$ cat src/rtl/axis_bubble_sorter_pkg.sv
// Shared types and constants for the AXI-Stream bubble sorter.
package axis_bubble_sorter_pkg;

    typedef enum logic [1:0] {
        FILL  = 2'd0,
        SORT  = 2'd1,
        DRAIN = 2'd2
    } sort_state_t;

    function automatic int num_elems(input int addr_width);
        return 1 << addr_width;
    endfunction

    localparam int DEF_ADDR_WIDTH = 2;
    localparam int NUM_ELEMS      = num_elems(DEF_ADDR_WIDTH);

endpackage

$ cat src/rtl/axis_sort_cmp_swap.sv
// Combinational compare-swap of two unsigned words; ties keep their order.
module axis_sort_cmp_swap #(
    parameter int DATA_WIDTH = 8
) (
    input  logic [DATA_WIDTH-1:0] a,
    input  logic [DATA_WIDTH-1:0] b,
    output logic [DATA_WIDTH-1:0] lo,
    output logic [DATA_WIDTH-1:0] hi,
    output logic                  swapped
);

    assign swapped = a > b;
    assign lo      = swapped ? b : a;
    assign hi      = swapped ? a : b;

endmodule

$ cat src/rtl/axis_bubble_sorter.sv
// Buffers one AXI-Stream frame, bubble-sorts it in place (one compare-swap
// per cycle) and streams it back out in ascending unsigned order.
module axis_bubble_sorter
    import axis_bubble_sorter_pkg::*;
#(
    parameter int DATA_WIDTH = 8,
    parameter int ADDR_WIDTH = 2
) (
    input  logic                  clk,
    input  logic                  rst,
    input  logic                  src_tvalid,
    output logic                  src_tready,
    input  logic [DATA_WIDTH-1:0] src_tdata,
    input  logic                  src_tlast,
    output logic                  dest_tvalid,
    input  logic                  dest_tready,
    output logic [DATA_WIDTH-1:0] dest_tdata,
    output logic                  dest_tlast
);

    localparam int                  N       = num_elems(ADDR_WIDTH);
    localparam logic [ADDR_WIDTH-1:0] CNT_MAX = ADDR_WIDTH'(N - 1);
    localparam logic [ADDR_WIDTH:0]   LEN_ONE = (ADDR_WIDTH+1)'(1);
    localparam logic [ADDR_WIDTH:0]   LEN_TWO = (ADDR_WIDTH+1)'(2);

    sort_state_t           state;
    logic [DATA_WIDTH-1:0] mem [N];
    logic [ADDR_WIDTH-1:0] count;
    logic [ADDR_WIDTH-1:0] idx;
    logic [ADDR_WIDTH-1:0] idx_nxt;
    logic [ADDR_WIDTH-1:0] rd;
    logic [ADDR_WIDTH:0]   len;
    logic                  pass_swapped;

    logic [DATA_WIDTH-1:0] cmp_lo;
    logic [DATA_WIDTH-1:0] cmp_hi;
    logic                  cmp_swap;
    logic                  src_hs;
    logic                  dst_hs;
    logic                  frame_end;
    logic                  last_cmp;
    logic                  last_rd;
    logic                  do_swap;

    axis_sort_cmp_swap #(.DATA_WIDTH(DATA_WIDTH)) u_cmp (
        .a       (mem[idx]),
        .b       (mem[idx_nxt]),
        .lo      (cmp_lo),
        .hi      (cmp_hi),
        .swapped (cmp_swap)
    );

    assign idx_nxt     = idx + 1'b1;
    assign src_tready  = rst && (state == FILL);
    assign src_hs      = src_tvalid && src_tready;
    assign dst_hs      = dest_tvalid && dest_tready;
    // A full buffer closes the frame even without tlast.
    assign frame_end   = src_hs && (src_tlast || (count == CNT_MAX));
    assign last_cmp    = ({1'b0, idx} == (len - LEN_TWO));
    assign last_rd     = ({1'b0, rd} == (len - LEN_ONE));
    assign do_swap     = rst && (state == SORT) && (len != LEN_ONE) && cmp_swap;
    assign dest_tdata  = mem[rd];
    assign dest_tlast  = dest_tvalid && last_rd;

    // Data buffer carries no reset; control state alone decides validity.
    always_ff @(posedge clk) begin
        if (src_hs) begin
            mem[count] <= src_tdata;
        end else if (do_swap) begin
            mem[idx]     <= cmp_lo;
            mem[idx_nxt] <= cmp_hi;
        end
    end

    always_ff @(posedge clk) begin
        if (!rst) begin
            state        <= FILL;
            count        <= '0;
            idx          <= '0;
            rd           <= '0;
            len          <= '0;
            pass_swapped <= 1'b0;
            dest_tvalid  <= 1'b0;
        end else begin
            case (state)
                FILL: begin
                    if (src_hs) begin
                        count <= count + 1'b1;
                        if (frame_end) begin
                            len          <= {1'b0, count} + LEN_ONE;
                            count        <= '0;
                            idx          <= '0;
                            pass_swapped <= 1'b0;
                            state        <= SORT;
                        end
                    end
                end
                SORT: begin
                    if (len == LEN_ONE) begin
                        rd          <= '0;
                        dest_tvalid <= 1'b1;
                        state       <= DRAIN;
                    end else if (last_cmp) begin
                        // A clean pass means the buffer is ordered.
                        if (pass_swapped || cmp_swap) begin
                            idx          <= '0;
                            pass_swapped <= 1'b0;
                        end else begin
                            rd          <= '0;
                            dest_tvalid <= 1'b1;
                            state       <= DRAIN;
                        end
                    end else begin
                        idx          <= idx_nxt;
                        pass_swapped <= pass_swapped || cmp_swap;
                    end
                end
                DRAIN: begin
                    if (dst_hs) begin
                        rd <= rd + 1'b1;
                        if (last_rd) begin
                            rd          <= '0;
                            dest_tvalid <= 1'b0;
                            state       <= FILL;
                        end
                    end
                end
                default: begin
                    dest_tvalid <= 1'b0;
                    state       <= FILL;
                end
            endcase
        end
    end

endmodule

$ cat config.mk
export PLATFORM = sky130hd
export DESIGN_NAME = axis_bubble_sorter
export DESIGN_NICKNAME = d
export VERILOG_FILES = /design/src/rtl/axis_bubble_sorter_pkg.sv /design/src/rtl/axis_sort_cmp_swap.sv /design/src/rtl/axis_bubble_sorter.sv
export SDC_FILE = /design/constraint.sdc
export NUM_CORES = 1
export LEC_CHECK = 0
export ABC_AREA = 1
export CAP_MARGIN = 30
export CORE_MARGIN = 2
export CORE_UTILIZATION = 30
export DETAILED_ROUTE_END_ITERATION = 8
export MAX_ROUTING_LAYER = met4
export PLACE_DENSITY_LB_ADDON = 0.15
export SKIP_CTS_REPAIR_TIMING = 1
export SYNTH_ARGS = -nofsm -noshare
export SYNTH_HDL_FRONTEND = slang
export SYNTH_SLANG_ARGS = --single-unit
$ cat constraint.sdc
create_clock -name clk -period 3.6 [get_ports clk]
set_input_delay 0.72 -clock clk [delete_from_list [all_inputs] [get_ports clk]]
set_output_delay 0.72 -clock clk [all_outputs]
set_load 0.01 [all_outputs]
==> metrics.md <==
| Metric | Value |
|---|---|
| Minimum clock period | `3404 ps` |
| CP startpoint kind | `flip-flop` |
| # DRC | `0` |
| Starting Density | `0.3071` |
| Gpl congestion | `0.8952` |
| # diodes | `0` |
| Ys Warns | `0` |
| Crit Path Max Fanout | `15` |
| CTS max path bufs | `2` |
| H-tree levels | `2` |
| Synth async-reset ratio | `0` |
| TritonRoute pass-1 iters | `4` |
| Die area | `0.01257 sq mm` |
| Worst-skew pair later-pin latency | `290 ps` |
| Final net count | `539` |
| HPWL Detailed | `8021 um` |
| I/O pin count | `24` |
| PnR worst setup slack | `196.1 ps` |
| Vias per cell | `5.124` |
| Fin crit share | `0.9455` |
| Outcome | `complete, no violations` |
| Slew Viols, Final | `0` |
| Total global routing overflow | `0` |
| Worst path required time | `3590 ps` |
| Iter 0 DRT Violations | `261` |
| WP data arrival | `3390 ps` |
| Setup Crit Path Kind | `reg2reg` |
| Syn_nets | `511` |
| Largest net degree at the start of global routing | `21` |
| Fin Setup TNS | `0 ps` |
| Die X | `112.1 um` |
| Row cnt | `39` |
| Min-delay worst type | `reg2reg` |
| Max-slew headroom | `0.6233` |
| # setup viols final | `0` |
| Setup crit end kind | `flip-flop` |
| Number of synthesized flops with an enable pin | `32` |
| Fillers | `1221` |
| Share of cells above drive strength 1 | `0.1159` |
| Synthesized cell area | `0.003507 sq mm` |
| Routed WL | `10920 um` |
| Clock sink count | `49` |
| Post-Synthesis Cells | `480` |
| Pwr Total | `2.731 mW` |
| Tot GR Track Use | `0.1775` |
| Synth-to-Final Area Change | `16.73%` |
| Clock Tree Root | `clkbuf_16` |
| Post-synthesis cell type count | `35` |
| CTS tree | `built` |
| Max IR drop VDD | `0.0002743 V` |
| PwrDens | `667.0 mW/mm^2` |
| Final Instance Area | `0.004094 sq mm` |
| Clk slew on worst S/H paths | `70 ps` |
| Number of global-route vias before repair | `3205` |
| Register area share after synthesis | `0.3710` |
| I/O Buffers | `23` |
| Layout Utilization | `0.3585` |
| Leak | `1.790 nW` |
| Post-synthesis register bit count | `49` |
| FMAX | `0.2938 GHz` |
| Total CTS buffers | `5` |
| First-pass GRT wire length | `16880 um` |
| Vias after detailed routing | `3341` |
| Antenna Nets Post-Route | `0` |
| Die height | `112.1 um` |
| Fin. Hold Viols | `0` |
| Mean Syn Cell Area | `7.306 sq um` |
| Most used DFF post-synth | `edfxtp_1` |
| Final Skew | `6.442 ps` |
| DR WL/cell | `16.75 um` |
| CORE AREA | `0.01142 sq mm` |
| Setup repair after global routing missed its margin | `no` |
| Pre-CTS setup slack | `-182.4 ps` |
| Worst-margin pin slew | `564.5 ps` |
| Antenna violations before repair | `0` |
| Placed Area | `0.003894 sq mm` |
| Max Cap Viol | `0` |
-- cell usage after synthesis (3+ instances only) --
library cell  count  area share
o22ai_1          17       0.030
nand3_1          15       0.021
nand2_1         167        0.18
nor2_1           49       0.052
edfxtp_1         32        0.27
o21ai_0          35       0.050
buf_4             6       0.013
nand3_2           4       0.011
a21oi_1          17       0.024
a32o_1            7       0.020
nand4_1          12       0.021
inv_1            31       0.033
ha_1             18       0.064
nand2_2           3      0.0054
o21ai_2           6       0.015
inv_2             7      0.0075
buf_6             4       0.013
dfxtp_1          17       0.097
o21ai_1          12       0.017
-- final timing paths --
kind	startpoint	end	slack, ps	cells past startpoint
setup / recovery	idx[1]$_SDFFE_PN0P_	mem[1][0]$_DFFE_PP_	200	16
hold / removal	count[0]$_SDFFE_PN0P_	count[0]$_SDFFE_PN0P_	530	2
setup reg to reg	idx[1]$_SDFFE_PN0P_	mem[1][0]$_DFFE_PP_	200	16
hold reg to reg	count[0]$_SDFFE_PN0P_	count[0]$_SDFFE_PN0P_	530	2
-- routing by layer --
layer | global-route usage | wire [um]
met5 | - | 0
met4 | 0.05935 | 257
met3 | 0.02160 | 392
met2 | 0.2952 | 5217
met1 | 0.2252 | 5052
-- per-stage QoR --
step                      cells  hold slack, ps
final                       652           526.1
after global routing        652           563.5
after CTS                   651           521.1
after detailed placement    643           509.5
after global placement      643           503.3
after floorplan             480           472.1
-- area by class of cell --
class                   instances  area, sq um  share of cell area
clock buffers                   5        125.1             0.03056
clock inverters                 3        22.52            0.005501
inverters                      39        152.6             0.03729
multi-input cells             376         1973              0.4820
flip-flops and latches         49         1303              0.3182
well taps                     143        178.9             0.04370
repair buffers                 36        331.6             0.08099
repair inverters                1        7.507            0.001834
-- power breakdown --
group	switching [mW]	internal, mW
Combinational	1.01	0.512
Clock	0.220	0.258
Sequential	0.0492	0.681
-- cells in the final DEF (no fill, tap or decap), types with 15 or more instances in the layout --
cell type,n
nor2_1,48
o22ai_1,17
a21oi_1,17
inv_1,29
edfxtp_1,32
dfxtp_1,16
nand2_1,163
nand3_1,15
ha_1,17
o21ai_0,35
clkdlybuf4s50_1,23
-- state kept, by name, indices dropped and copies added, names as in the netlist, named ones only --
signal,cells
mem,32
len,3
count,2
idx,2
rd,2
state,2
dest_tvalid,1
pass_swapped,1
-- logic make-up (layout without fill, tap and decap cells) --
logic type	after synthesis	after routing	share of synthesized area
AND/OR/NAND/NOR	256	256	0.3086
AO/OA/AOI/OAI	98	98	0.1695
buffers and inverters	55	84	0.07670
flip-flops	49	49	0.3710
adder cells (fa/ha/maj)	18	18	0.06422
XOR/XNOR	4	4	0.009991
-- worst max-delay path: stages, from the launching register on --
cell and delay (ps):
dfxtp_2 380, inv_2 80, ha_2 410, clkinvlp_4 230, a32o_2 350, ha_1 290, a21oi_1 190, nor2_1 60
nor2_1 160, nand2_1 90, nand2_2 130, inv_4 110, nand2_4 160, nand2_1 70, o21ai_1 110, nand2_1 120
nand2_4 170
Power figures use the tool's default switching activity.
==> edit 1: new RTL, config.mk and constraints unchanged <==
Re-encode `sort_state_t` (3 states) as one-hot, 3 bits wide.
--- a/src/rtl/axis_bubble_sorter_pkg.sv
+++ b/src/rtl/axis_bubble_sorter_pkg.sv
@@ -2,8 +2,8 @@
 package axis_bubble_sorter_pkg;
 
-    typedef enum logic [1:0] {
-        FILL  = 2'd0,
-        SORT  = 2'd1,
-        DRAIN = 2'd2
+    typedef enum logic [2:0] {
+        FILL  = 3'b001,
+        SORT  = 3'b010,
+        DRAIN = 3'b100
     } sort_state_t;
 
Behaviour: same outputs for any inputs over 4 cycles, from zero or initial values and one cycle with rst low; so few cycles prove little.
==> edit 1 against the original RTL <==
Clock power grew 3%; non-clock buffer count grew 10; via count fell by 0.27%; cell area rose by 2.9%; synthesized area fell by 0.39%; clock skew decreased by 2.4 ps; sequential cell count increased by 1; cell count up 2.8%; die area is 0.37% lower; wire length rose by 0.34%; maximum frequency rose by 4.3%; worst setup slack gained 140 ps; total power up 5.6%; largest cell class unchanged; largest power group unchanged.
==> edit 1: results (changes against the original RTL) <==
metric;value;unit;change
Clk pin slew, worst setup/hold paths;70;ps;about the same
dpl ws;-15.0;ps;+167 ps
vias per inst;4.97;;-2.9%
gr usage total;18.7;%;+0.96 points
dpl cell area;3980;um^2;+2.2%
synth top area cells;edfxtp_1 28%, nand2_1 16%, dfxtp_1 10%;;
HPWL after DPL;8.33;mm;+3.8%
clk_lat worst skew;290;ps;about the same
Psw;1.28;mW;+0.36%
Post-synth top cells;150 x nand2_1, 68 x nor2_1, 55 x o21ai_0, 40 x inv_1, 32 x edfxtp_1;;
Post-synth EDFFs;32;;unchanged
Min-Delay Path Class;reg -> reg;;
maximum clock rate;306;MHz;+4.3%
top-count cell post-synth;nand2_1;;
Worst-Margin Slew;517;ps;-47.2 ps
vias in the first global route;3306;;+3.2%
Ys Warns;0;;unchanged
Wirelength per Cell;16.4;um;-2.4%
slowest CP cell;dfxtp_1;;
LEAKAGE;1.89;nW;+5.5%
Worst Path Max Fanout;14;;-1
WP data arrival;3310;ps;-80 ps
Max Buffers Root-to-Sink;2;;unchanged
root buffer cell;clkbuf_16;;
library cells used by synthesis;35;;unchanged
predominant post-synthesis flop cell;edfxtp_1;;
layout cells sized above 1;12.3;%;+0.74 points
drt pass-1 iters;4;;unchanged
pin count of the biggest net entering global routing;22;;+4.8%
biggest regs;mem x32, len x3, state x3;;
Num CTS Buffers;5;;unchanged
crit-path max cell delay;400;ps;
sequential element share of the synthesized area;37.8;%;+0.72 points
Max VDD drop;0.000277;V;+1.1%
initial antenna violation count;0;;unchanged
antenna diode count;0;;unchanged
Port Buf Inserts;23;;unchanged
final net count;554;;+2.8%
Synthesized Nets;512;;+0.20%
initial DRC count;256;;-1.9%
H-Tree Depth;2;;unchanged
status;finished, final reports clean;;
clk_skew;4.05;ps;-2.39 ps
Post-synth ARST share;0;%;unchanged
Final GP Congestion;0.903;;+0.83%
first-pass GRT wire length;17.9;mm;+6.2%
cell family with most CP delay;buffers and inverters;;
==> edit 1: changes by cell type in the layout (fill, tap and decap cells not counted), sizes merged, moves of 3 or more <==
cell      change
ha            -3
nand4         -7
nand3         -9
nand2        -14
nor2         +19
buf          +10
nand3b        +4
a21oi         -6
inv           +5
o21ai        +14
o22ai         +7
a32o          -7
clkinv        +4
clkinvlp      -3
==> edit 1: cell families after synthesis <==
logic type | share of synthesized area (%)
and+or+nand+nor | 30.8
AOI/OAI and AO/OA | 17.7
buffers and inverters | 7.31
DFF | 37.8
adders and majority gates | 5.37
xor gates and xnor gates | 1.00
==> edit 1: final timing paths <==
check        slack [ps]  cells past startpoint                    end             startpoint
max reg2reg         340                     23    mem[1][1]$_DFFE_PP_    idx[1]$_SDFFE_PN0P_
min                 510                      2  count[1]$_SDFFE_PN0P_  count[1]$_SDFFE_PN0P_
max                 340                     23    mem[1][1]$_DFFE_PP_    idx[1]$_SDFFE_PN0P_
min reg2reg         510                      2  count[1]$_SDFFE_PN0P_  count[1]$_SDFFE_PN0P_
==> edit 1: metrics by stage <==
stage	instances	TNS [ps]	hold WS, ps	power (mW)
after floorplan	484	0	465	1.70
after global placement	657	0	500	2.32
after detailed placement	657	-121	506	2.31
after CTS	665	-580	516	2.81
after global routing	670	0	536	3.12
final	670	0	511	2.88
==> edit 1: area by class of cell <==
class | instances | area, um^2
Clock buffer | 7 | 153
Clock inverter | 1 | 3.75
Fill cell | 1220 | 7160
Inverter | 47 | 193
Multi-Input combinational cell | 375 | 1950
Sequential cell | 50 | 1320
Tap cell | 143 | 179
Timing Repair Buffer | 46 | 403
Timing Repair inverter | 1 | 7.51
==> edit 1: worst min-delay path, stage by stage, from the launching register on <==
cell	delay, ps
dfxtp_1	310
inv_1	70
o22ai_1	80
==> edit 1: per-layer routing <==
metal  up-vias  wire length, um  track usage, %
met4         0              223            6.34
li1       1697                -               -
met5         -                0               -
met2        83             4890            28.9
met3        19              443            2.61
met1      1533             5400            25.3
==> edit 1: power by group through the flow <==
stage	Combinational, mW	Sequential (mW)	Clock [mW]
global placement	1.56	0.757	0
floorplan	0.960	0.739	0
CTS	1.56	0.743	0.504
global route	1.84	0.752	0.526
finish	1.65	0.743	0.493
detailed placement	1.55	0.756	0
==> edit 2: new RTL, same settings <==
Made on the original files. The parameter `ADDR_WIDTH` goes from 2 to 3.
--- a/src/rtl/axis_bubble_sorter.sv
+++ b/src/rtl/axis_bubble_sorter.sv
@@ -5,5 +5,5 @@
 #(
     parameter int DATA_WIDTH = 8,
-    parameter int ADDR_WIDTH = 2
+    parameter int ADDR_WIDTH = 3
 ) (
     input  logic                  clk,
Function: changed (a bounded check fails within 10 cycles, from zero or initial values and one cycle with rst low).
==> edit 2 against the original RTL <==
Register-to-register slack gained 100 ps; synthesized area is 83% higher; clock power rose by 120%; die area up 80%; wire length rose by 120%; sequential cell count grew 38; worst setup slack worse by 16 ps; total power is 65% higher; cell area rose by 87%; largest power group unchanged.
==> edit 2: results (changes against the original RTL) <==
metric;value;unit;change
Max VDD drop;0.000208;V;-24%
Worst-Margin Slew;703;ps;+138 ps
switching share of total power;44.3;%;-2.5 points
final net count;997;;+85%
Post-synth top cells;360 x nand2_1, 104 x o21ai_0, 69 x nor2_1, 65 x inv_1, 64 x edfxtp_1;;
HP Start;pass_swapped$_SDFFE_PN0N_;;
fillers;2248;;+84%
biggest regs;mem x64, len x4;;
R2R Path Start;idx[0]$_SDFFE_PN0N_;;
Worst Path Max Fanout;13;;-2
cell family with most CP delay;compound AO/OA/AOI/OAI gates;;
sequential element share of the synthesized area;37.1;%;about the same
cells after synthesis;921;;+92%
Post-synth EDFFs;64;;+100%
slowest CP cell;dfxtp_1;;
H-Tree Depth;3;;+1
post-synthesis xor/xnor area fraction;0.409;%;-0.59 points
vias;6240;;+87%
library cells used by synthesis;34;;-2.9%
clk_lat worst skew;360;ps;+70 ps
DR WL met2;10.4;mm;+100%
reg-to-reg setup timing slack;300;ps;+100 ps
share of the synthesized area in the top cell type;29.9;%;+2.5 points
layout cells sized above 1;13.4;%;+1.8 points
vias in the first global route;5627;;+76%
DRT Wirelength;23.8;mm;+120%
adder-cell share of the synthesized area;3.70;%;-2.7 points
clk_skew;9.39;ps;+2.95 ps
Num CTS Buffers;9;;+4
WL met1;11.2;mm;+120%
Synthesized Nets;953;;+86%
Final GP Congestion;0.985;;+10%
Compound-Gate Fraction of Synth Area;17.8;%;+0.84 points
WP data arrival;2700;ps;-690 ps
first-pass GRT wire length;35.4;mm;+110%
initial DRC count;577;;+120%
status;finished, final reports clean;;
synth top area cells;edfxtp_1 30%, nand2_1 21%, o21ai_0 8.1%;;
Fin Hold WS;497;ps;-28.7 ps
Wirelength per Cell;19.1;um;+14%
## edit 2: changes by cell type in the layout (fill, tap and decap cells not counted), sizes merged, moves of 18 or more
cell | unedited run | this run
inv | 38 | 88
edfxtp | 32 | 64
nand2 | 172 | 367
o21ai | 53 | 128
a21oi | 18 | 53
buf | 13 | 42
nor2 | 51 | 82
o22ai | 18 | 0
## edit 2: per-layer routing
layer	GRT usage, %	vias to the layer above
met2	33.2	213
li1	-	3118
met4	7.31	0
met3	3.79	28
met1	30.9	2881
met5	-	-
## edit 2: power groups by stage
stage | Sequential, mW | Clock [mW] | Combinational [mW]
final | 1.28 | 1.04 | 2.18
after global routing | 1.29 | 1.09 | 2.39
after CTS | 1.28 | 1.05 | 2.12
after detailed placement | 1.30 | 0 | 2.11
after global placement | 1.30 | 0 | 2.12
after floorplan | 1.24 | 0 | 1.27
## edit 2: worst paths after layout
kind / to / depth (start not counted)
max reg2reg: mem[2][7]$_DFFE_PP_ / 26
min: pass_swapped$_SDFFE_PN0N_ / 2
min reg2reg: pass_swapped$_SDFFE_PN0N_ / 2
max: dest_tdata[2] / 5
## edit 2: cell families after synthesis
group / after synthesis
buf+inv: 119
flops: 87
fa+ha+maj: 19
simple gates: 488
compound gates: 205
xor+xnor: 3
## edit 2: per-stage QoR
stage,instance area (um^2),power [mW],setup WS (ps)
floorplan,6420,2.51,296
global placement,7250,3.42,241
detailed placement,7250,3.41,183
CTS,7570,4.45,140
global route,7660,4.77,22.0
finish,7660,4.51,180
## edit 2: worst register-to-register path, delay by kind of cell (launching register included)
| family | cells | cell delay, ps |
|---|---|---|
| simple gates | 14 | 1210 |
| buf+inv | 10 | 960 |
| fa+ha+maj | 2 | 500 |
| flops | 1 | 340 |
## edit 2: final cells by class
class / instances / area [um^2] / share of cell area (%)
clock inverter: 6 / 93.8 / 1.23
clock buffer: 10 / 229 / 2.99
timing repair buffer: 65 / 621 / 8.10
multi-input combinational: 715 / 3620 / 47.3
tap: 275 / 344 / 4.49
sequential: 87 / 2390 / 31.2
inverter: 87 / 362 / 4.72
